**src/rtl/module_keypad_pkg.sv**
```systemverilog
// Shared types and key map for the 4x4 keypad encoder.
// Imported by the encoder top and its synchronizer.
package module_keypad_pkg;

  typedef enum logic [1:0] {
    SCAN,
    PRESS_DB,
    HELD,
    REL_DB
  } state_t;

  localparam logic [3:0] KEY_STAR = 4'hE;
  localparam logic [3:0] KEY_HASH = 4'hF;

  // Row/column position to the hex nibble the display path expects.
  function automatic logic [3:0] key_map(
    input logic [1:0] row,
    input logic [1:0] col
  );
    logic [3:0] code;
    code = 4'h0;
    case ({row, col})
      4'b00_00: code = 4'h1;
      4'b00_01: code = 4'h2;
      4'b00_10: code = 4'h3;
      4'b00_11: code = 4'hA;
      4'b01_00: code = 4'h4;
      4'b01_01: code = 4'h5;
      4'b01_10: code = 4'h6;
      4'b01_11: code = 4'hB;
      4'b10_00: code = 4'h7;
      4'b10_01: code = 4'h8;
      4'b10_10: code = 4'h9;
      4'b10_11: code = 4'hC;
      4'b11_00: code = KEY_STAR;
      4'b11_01: code = 4'h0;
      4'b11_10: code = KEY_HASH;
      4'b11_11: code = 4'hD;
      default:  code = 4'h0;
    endcase
    return code;
  endfunction

  // Lowest-index active-low row; only meaningful when some row is low.
  function automatic logic [1:0] first_low(input logic [3:0] rows);
    logic [1:0] idx;
    idx = 2'd3;
    if (!rows[2]) idx = 2'd2;
    if (!rows[1]) idx = 2'd1;
    if (!rows[0]) idx = 2'd0;
    return idx;
  endfunction

endpackage

```
**src/rtl/module_keypad_encoder_sync2.sv**
```systemverilog
// Two-flop synchronizer for the keypad row pins.
// Resets to all ones, matching idle pulled-up rows.
module module_sync2
  import module_keypad_pkg::*;
(
  input  logic       clk,
  input  logic       rst,
  input  logic [3:0] d,
  output logic [3:0] q
);

  logic [3:0] meta;

  // Two-stage capture of the asynchronous row pins.
  always_ff @(posedge clk) begin
    if (rst) begin
      meta <= 4'hF;
      q    <= 4'hF;
    end else begin
      meta <= d;
      q    <= meta;
    end
  end

endmodule

```
**src/rtl/module_keypad_encoder.sv**
```systemverilog
// 4x4 keypad scanner with press/release debounce.
// Emits one hex nibble and a valid pulse per keystroke.
module module_keypad_encoder
  import module_keypad_pkg::*;
#(
  parameter int SCAN_DIV        = 1000,
  parameter int DEBOUNCE_CYCLES = 500000
) (
  input  logic       clk,
  input  logic       rst,
  input  logic [3:0] row_n,
  output logic [3:0] col_n,
  output logic [3:0] key_code,
  output logic       key_valid,
  output logic       key_held
);

  localparam int CNT_MAX =
    (SCAN_DIV > DEBOUNCE_CYCLES) ? SCAN_DIV : DEBOUNCE_CYCLES;
  localparam int CNT_W =
    (CNT_MAX > 1) ? $clog2(CNT_MAX) : 1;
  localparam logic [CNT_W-1:0] SCAN_LAST =
    CNT_W'(SCAN_DIV - 1);
  localparam logic [CNT_W-1:0] DB_LAST =
    CNT_W'(DEBOUNCE_CYCLES - 1);

  state_t           state;
  logic [CNT_W-1:0] cnt;
  logic [1:0]       col;
  logic [1:0]       lat_row;
  logic [3:0]       rs;
  logic [1:0]       col_nx;
  logic [3:0]       col_n_nx;
  logic             row_low;
  logic             any_low;

  module_sync2 u_sync (
    .clk (clk),
    .rst (rst),
    .d   (row_n),
    .q   (rs)
  );

  assign col_nx   = col + 2'd1;
  assign col_n_nx = ~(4'b0001 << col_nx);
  assign row_low  = ~rs[lat_row];
  assign any_low  = ~&rs;

  // Scan/debounce FSM; column, code and flags are all registered here.
  always_ff @(posedge clk) begin
    if (rst) begin
      state     <= SCAN;
      cnt       <= '0;
      col       <= 2'd0;
      col_n     <= 4'b1110;
      lat_row   <= 2'd0;
      key_code  <= 4'h0;
      key_valid <= 1'b0;
      key_held  <= 1'b0;
    end else begin
      key_valid <= 1'b0;
      unique case (state)
        SCAN: begin
          if (cnt == SCAN_LAST) begin
            cnt <= '0;
            if (any_low) begin
              lat_row <= first_low(rs);
              state   <= PRESS_DB;
            end else begin
              col   <= col_nx;
              col_n <= col_n_nx;
            end
          end else begin
            cnt <= cnt + 1'b1;
          end
        end
        PRESS_DB: begin
          if (!row_low) begin
            state <= SCAN;
            cnt   <= '0;
            col   <= col_nx;
            col_n <= col_n_nx;
          end else if (cnt == DB_LAST) begin
            key_code  <= key_map(lat_row, col);
            key_valid <= 1'b1;
            key_held  <= 1'b1;
            state     <= HELD;
            cnt       <= '0;
          end else begin
            cnt <= cnt + 1'b1;
          end
        end
        HELD: begin
          if (!row_low) begin
            state <= REL_DB;
            cnt   <= '0;
          end
        end
        REL_DB: begin
          if (row_low) begin
            state <= HELD;
            cnt   <= '0;
          end else if (cnt == DB_LAST) begin
            state    <= SCAN;
            cnt      <= '0;
            key_held <= 1'b0;
            col      <= col_nx;
            col_n    <= col_n_nx;
          end else begin
            cnt <= cnt + 1'b1;
          end
        end
        default: begin
          state <= SCAN;
          cnt   <= '0;
        end
      endcase
    end
  end

endmodule

```
**config.mk**
```make
export PLATFORM = sky130hd
export DESIGN_NAME = module_keypad_encoder
export DESIGN_NICKNAME = d
export VERILOG_FILES = /design/src/rtl/module_keypad_pkg.sv /design/src/rtl/module_keypad_encoder_sync2.sv /design/src/rtl/module_keypad_encoder.sv
export SDC_FILE = /design/constraint.sdc
export NUM_CORES = 1
export LEC_CHECK = 0
export ABC_CLOCK_PERIOD_IN_PS = 2960
export BUFFER_PORTS_ARGS = -buffer_cell sky130_fd_sc_hd__buf_2
export CAP_MARGIN = 15
export CORE_MARGIN = 1
export CORE_UTILIZATION = 39
export CTS_CLUSTER_SIZE = 14
export DETAILED_ROUTE_END_ITERATION = 10
export GPL_TIMING_DRIVEN = 0
export SLEW_MARGIN = 25
export SYNTH_ARGS = -nofsm -noshare
export SYNTH_HDL_FRONTEND = slang
export SYNTH_SLANG_ARGS = --single-unit
```
**constraint.sdc**
```tcl
create_clock -name clk -period 2.96 [get_ports clk]
set_input_delay 0.296 -clock clk [delete_from_list [all_inputs] [get_ports clk]]
set_output_delay 0.296 -clock clk [all_outputs]
set_load 0.01 [all_outputs]
```
# Word level (Yosys, flattened, before mapping)
# Memories as Yosys holds them, arrays and structs flattened. A register that Yosys moved wholly into a read port is not among the register bits.
# Cells that the tools add are included.
[totals]
regBits = 39
rom_bits = 64
input_bits = 6
out_inout_bits = 10
word_cells = 81
mem_count = 1
[classes]
n_addsub = 2
order_cmp = 1
eq_ne = 16
n_shift = 1
mux = 37
n_bitwise = 4
reduce_logical = 10
[mem_list]
columns = ["name", "depth", "word_bits", "read_ports", "rd_clocked_by_memory_dff", "write_ports", "line_no", "source"]
rows = [
  ["(name not given)", 16, 4, 1, 1, 0, "module_keypad_pkg.sv:22", "case ({row, col})"],
]
[ops]
columns = ["operator", "count"]
rows = [
  ["$mux W19", 5],
  ["$pmux W19 S4", 1],
  ["$mux W2", 14],
  ["$mux W4", 5],
  ["$add A19 B1 Y19 const B", 1],
  ["$eq A19 B10 Y1 const B", 1],
  ["$eq A19 B19 Y1 const B", 1],
  ["$ne A2 B2 Y1 const B", 9],
  ["$pmux W4 S3", 1],
  ["$reduce_and A5 Y1", 2],
  ["$pmux W2 S4", 1],
  ["$mux W1", 7],
  ["$ne A3 B3 Y1 const B", 2],
  ["$pmux W2 S3", 1],
  ["$reduce_and A3 Y1", 2],
  ["$reduce_and A6 Y1", 1],
  ["$eq A2 B2 Y1 const B", 2],
  ["$not A4 Y4", 1],
  ["$reduce_and A4 Y1", 1],
  ["$shl A1 B2 Y4 const A", 1],
  ["$lt A2 B3 Y1 const B", 1],
  ["$not A1 Y1", 3],
  ["$reduce_bool A3 Y1", 1],
  ["$reduce_or A3 Y1", 1],
  ["other kinds (6)", 6],
]

# Logic depth before layout (Yosys ltp)
[logic_depth]
depth_word = 6
depth_mapped = 8
depth_no_buf = 7

# Cells and area by module
# A second synthesis with hierarchy kept.
[unflattened]
hier_cells = 229
area_unflattened_um2 = 2169.6
[by_module_without_submodules]
columns = ["module", "n_inst", "cells_per_inst", "area_each_um2", "seq_area_each_um2"]
rows = [
  ["module_keypad_encoder", 1, 213, 1959.4, 700.7],
  ["module_sync2", 1, 16, 210.2, 160.2],
]

# Worst setup path after synthesis
# No wires, ideal clock.
[synth_path]
kind = "flip-flop to flip-flop"
from = "register lat_row[0]"
to = "register cnt[14]"
setup_time_ns = 0.064
arrival_time_ns = 1.997
required_ns = 2.896
path_slack_ns = 0.899
path_stages_with_launch = 9
path_buffers = 4
period_less_slack_ns = 2.061
path_cell_list = "dfxtp_1 > buf_6 > mux4_2 > or3_1 > buf_6 > a31o_1 > buf_6 > buf_8 > nor2_1"
[synth_between]
elab_chain_len = 4
word_cells_on_any_way = 6
cone_classes = "eq/ne: 1; mux: 5"
[synth_lines]
columns = ["item", "line_no", "source"]
rows = [
  ["start: declaration", "module_keypad_encoder.sv:30", "logic [1:0] lat_row;"],
  ["start signal: assignment", "module_keypad_encoder.sv:67", "lat_row <= first_low(rs);"],
  ["$bmux W1 S2 (*)", "module_keypad_encoder.sv:46", "assign row_low = ~rs[lat_row];"],
  ["$mux W1 (implied by the code) (*)", "module_keypad_encoder.sv:46", ""],
  ["$mux W19 (on tied branches)", "module_keypad_encoder.sv:100, module_keypad_encoder.sv:78", ""],
  ["$pmux W19 S4", "module_keypad_encoder.sv:62", "unique case (state)"],
  ["end signal: assignment", "module_keypad_encoder.sv:74", "cnt <= cnt + 1'b1;"],
  ["end signal: assignment", "module_keypad_encoder.sv:90", "cnt <= cnt + 1'b1;"],
  ["end signal: assignment", "module_keypad_encoder.sv:110", "cnt <= cnt + 1'b1;"],
  ["end: declaration", "module_keypad_encoder.sv:28", "logic [CNT_W-1:0] cnt;"],
]
# Every way passes the cells marked *; elsewhere a longest branch is shown, timed or not. The select of a mux whose other input is x is not followed.
# A chain may end at the register's enable or synchronous reset.

# Worst setup path after layout
[layout_path]
from = "register cnt[10]"
to = "register col_n[0]"
[layout_between]
elab_chain_len = 3
word_cells_on_any_way = 5
cone_classes = "eq/ne: 4; reduce/logical: 1"
[layout_lines]
columns = ["item", "line_no", "source"]
rows = [
  ["$eq A19 B19 Y1 / $eq A19 B10 Y1 (equally long branches)", "module_keypad_encoder.sv:103, module_keypad_encoder.sv:64", ""],
  ["$ne A2 B2 Y1 (no line)", "-", ""],
  ["$reduce_and A6 Y1 (no line) (*)", "-", ""],
  ["end signal: assignment", "module_keypad_encoder.sv:71", "col_n <= col_n_nx;"],
  ["end signal: assignment", "module_keypad_encoder.sv:82", "col_n <= col_n_nx;"],
  ["end signal: assignment", "module_keypad_encoder.sv:108", "col_n <= col_n_nx;"],
  ["end: declaration", "module_keypad_encoder.sv:12", "output logic [3:0] col_n,"],
]
# Every way passes the cells marked *; elsewhere a longest branch is shown, timed or not.

==> metrics <==
run status complete, no violations; depth of the worst register-to-register path 5; flip-flop cell with the highest count after synthesis sky130_fd_sc_hd__dfxtp_1; switching pwr 0.234 mW; synthesized flop and latch total 43; category of the most critical setup path reg -> reg; Total Power Consumption 1.09 mW; class of the worst hold path in -> reg; Antenna diodes 0; post-CTS resize count 0; endpoint of the worst register-to-register path col_n[0]$_SDFFE_PP0P_; areal power density over the cells 458 nW/um2; CP max stage cell sky130_fd_sc_hd__o32ai_1; I/O pin cnt 16; number of setup buffers added after CTS 0; number of nets in the finished design 271; Max Fclk 407 MHz; Syn Nets 249; Arr. time, crit path 2.65 ns; level count of the clock H-tree 2; cell type contributing the most total cell area after synthesis sky130_fd_sc_hd__dfxtp_1; maximum capacitance violations 0; number of hold buffers added after cts 0; count of flip-flops with a built-in enable after synthesis 0; count of final setup violators 0; final routed wire length divided by cell count 12.2 um; Detailed Place HPWL 2.86 mm; Sw Ratio 21.4%; Unique masters post-synth 40; number of hold violations in the final report 0; Rows 26; Max Root-Sink Buffers 2; overall routing resource usage 15.9%; Port-buffer cells 15; share of synthesized flip-flops with an asynchronous set or reset 0%; layout cell share with drive strength beyond 1 15.8%; dpl ws 0.544 ns; number of nets with antenna violations after detailed routing 0; via count of the first global-routing pass 1460; total DRC errors in the routed layout 0; CTS tree built; Internal Pwr Total 0.860 mW; Worst setup SP type register; wire length of the first global-routing pass 6.74 mm; root buffer cell sky130_fd_sc_hd__clkbuf_8; count of fill cells added during filler insertion 517; chain of cells forming the critical path nor4_1 -> nand2_1 -> o32ai_1 -> o21ai_0 -> o311a_1; global-route congestion overflow total 0; P_leak 0.846 nW; P&R area growth vs syn 13.3%; placer congestion estimate 0.835; Die Span Y 75.5 um; register-to-register setup slack 0.50 ns; clock sinks 43; part of the Yosys area used for sequential elements 40.8%; instance area at placement 2280 um2; non-filler cells in the finished layout 329; clock share of power 41.6%; WHS 0.169 ns; post-route worst setup slack 0.504 ns; Starting Density 40.8%; cell types with the largest area share after synthesis sky130_fd_sc_hd__dfxtp_1 41%, sky130_fd_sc_hd__xnor2_1 7.1%, sky130_fd_sc_hd__nor2_1 5.7%; Post-Synthesis Mean Instance Area 8.94 um2; Die Outline Area 5710 um2; pin count of the biggest net entering global routing 15; setup repair after global routing missed its margin no; commonest non-fill, non-tap cell in the layout sky130_fd_sc_hd__dfxtp_1; clock-pin slew of the registers on the worst-case setup and hold paths 0.08 ns; time the worst path needs with I/O delays and setup 2.46 ns; cts bufs inserted 5; sequential share of power 54.4%; per-cell via count in the routed design 5.09; highest net fanout along the worst path 7; number of antenna violations at the first check in global routing 0; FF-to-FF Start cnt[10]$_SDFFE_PP0N_; wirelength, routed 4.01 mm; detailed-routing iteration count for the pre-antenna-repair pass 4; utilization of the core after routing 46.2%; total number of yosys warnings 0; longest individual stage delay on the worst path 0.82 ns; CP endpoint col_n[0]$_SDFFE_PP0P_; Layout Cell Area excl Fill 2390 um2; Worst-Skew Late Latency 0.30 ns; area fraction of the dominant cell type after synthesis 40.8%; critical path endpoint category register; count of mapped cells out of synthesis 236; mapped cell area 2110 um2; Final Cycle Share 83.0%; number of vias in the routed layout 1676; logic gate share of total power 4.0%; width of the die 75.5 um; maximum VDD drop 0.244 mV; Core Footprint 5170 um2; slew at the pin with the worst max-slew slack 0.914 ns; final max-slew violation count 0; final setup skew 0.00954 ns; Post-Route Setup TNS 0 ns; CP required 3.15 ns; worst slew margin relative to its limit 38.6%; commonest cells after routing, fill and taps aside 43 x sky130_fd_sc_hd__dfxtp_1, 32 x sky130_fd_sc_hd__nor2_1, 17 x sky130_fd_sc_hd__xnor2_1; start point of the critical path cnt[10]$_SDFFE_PP0N_; placed insts 321; iteration-0 DRC count of the detailed router 105
[worst min-delay path by stage]
stage          slack, ns                       from  depth (start not counted)                        end
6_report            0.17                   row_n[3]                          2  u_sync.meta[3]$_SDFF_PP1_
5_1_grt             0.16                   row_n[1]                          2  u_sync.meta[1]$_SDFF_PP1_
4_1_cts             0.16                   row_n[3]                          2  u_sync.meta[3]$_SDFF_PP1_
3_5_place_dp        0.39  u_sync.meta[2]$_SDFF_PP1_                          1     u_sync.q[2]$_SDFF_PP1_
3_3_place_gp        0.39  u_sync.meta[0]$_SDFF_PP1_                          1     u_sync.q[0]$_SDFF_PP1_
2_1_floorplan       0.39  u_sync.meta[0]$_SDFF_PP1_                          1     u_sync.q[0]$_SDFF_PP1_
[flip-flops by register name, summed over array words and instances (netlist names), named ones only]
name and flops:
key_valid 1, key_code 4, col 2, u_sync.q 4, col_n 4, cnt 19, state 1, lat_row 2
key_held 1, u_sync.meta 4
[cell type report]
class | count | area [um2] | share of cell area, %
repair buffers | 15 | 75.1 | 3.14
multi-input cells | 172 | 1140 | 47.7
inverters | 12 | 45.0 | 1.88
plain buffers | 9 | 68.8 | 2.88
flip-flops and latches | 43 | 861 | 36.0
clock buffers | 5 | 68.8 | 2.88
clock inverters | 3 | 43.8 | 1.83
well taps | 70 | 87.6 | 3.66
[synth_stat cells (3+ instances only)]
cell,instances
sky130_fd_sc_hd__ha_1,7
sky130_fd_sc_hd__a211oi_1,3
sky130_fd_sc_hd__nor2_1,32
sky130_fd_sc_hd__nor4_1,7
sky130_fd_sc_hd__xnor2_1,17
sky130_fd_sc_hd__and4_1,3
sky130_fd_sc_hd__or3_1,3
sky130_fd_sc_hd__nor3_1,12
sky130_fd_sc_hd__mux2i_1,8
sky130_fd_sc_hd__buf_6,3
sky130_fd_sc_hd__nand4_1,5
sky130_fd_sc_hd__o21ai_0,10
sky130_fd_sc_hd__nand3_1,7
sky130_fd_sc_hd__o31ai_1,3
sky130_fd_sc_hd__nor4b_1,3
sky130_fd_sc_hd__or2_2,8
sky130_fd_sc_hd__clkbuf_1,4
sky130_fd_sc_hd__a21oi_1,5
sky130_fd_sc_hd__and3_1,3
sky130_fd_sc_hd__a21boi_0,4
sky130_fd_sc_hd__inv_1,12
sky130_fd_sc_hd__dfxtp_1,43
sky130_fd_sc_hd__nand2_1,13
[metal layers]
metal	share of wire, %	up-vias	wire length [um]	global-route usage, %
met2	43	29	1730	23.2
met1	52	767	2080	22.0
met5	0	-	0	0
li1	-	875	-	-
met4	1.4	0	57	7.20
met3	3.6	5	143	3.97
[power groups by stage]
stage	clock (mW)	combinational [mW]	sequential, mW
floorplan	0	0.0301	0.609
global placement	0	0.0431	0.609
detailed placement	0	0.0439	0.609
CTS	0.471	0.0444	0.595
global route	0.498	0.0496	0.597
finish	0.456	0.0438	0.595
[critical path, delay by kind of cell, from the launching register on]
kind,cells,cell delay [ns]
compound gates,3,1.19
simple gates,2,0.79
flops,1,0.37
[cell families after synthesis]
family | count (synthesis) | share of synthesized area (%)
AO/OA/AOI/OAI | 32 | 10.1
XOR/XNOR | 19 | 7.89
adder cells (fa/ha/maj) | 7 | 4.15
buffers and inverters | 21 | 5.40
flip-flops | 43 | 40.8
multiplexers | 11 | 5.93
AND/OR/NAND/NOR | 103 | 25.7
Power figures use the tool's default switching activity.
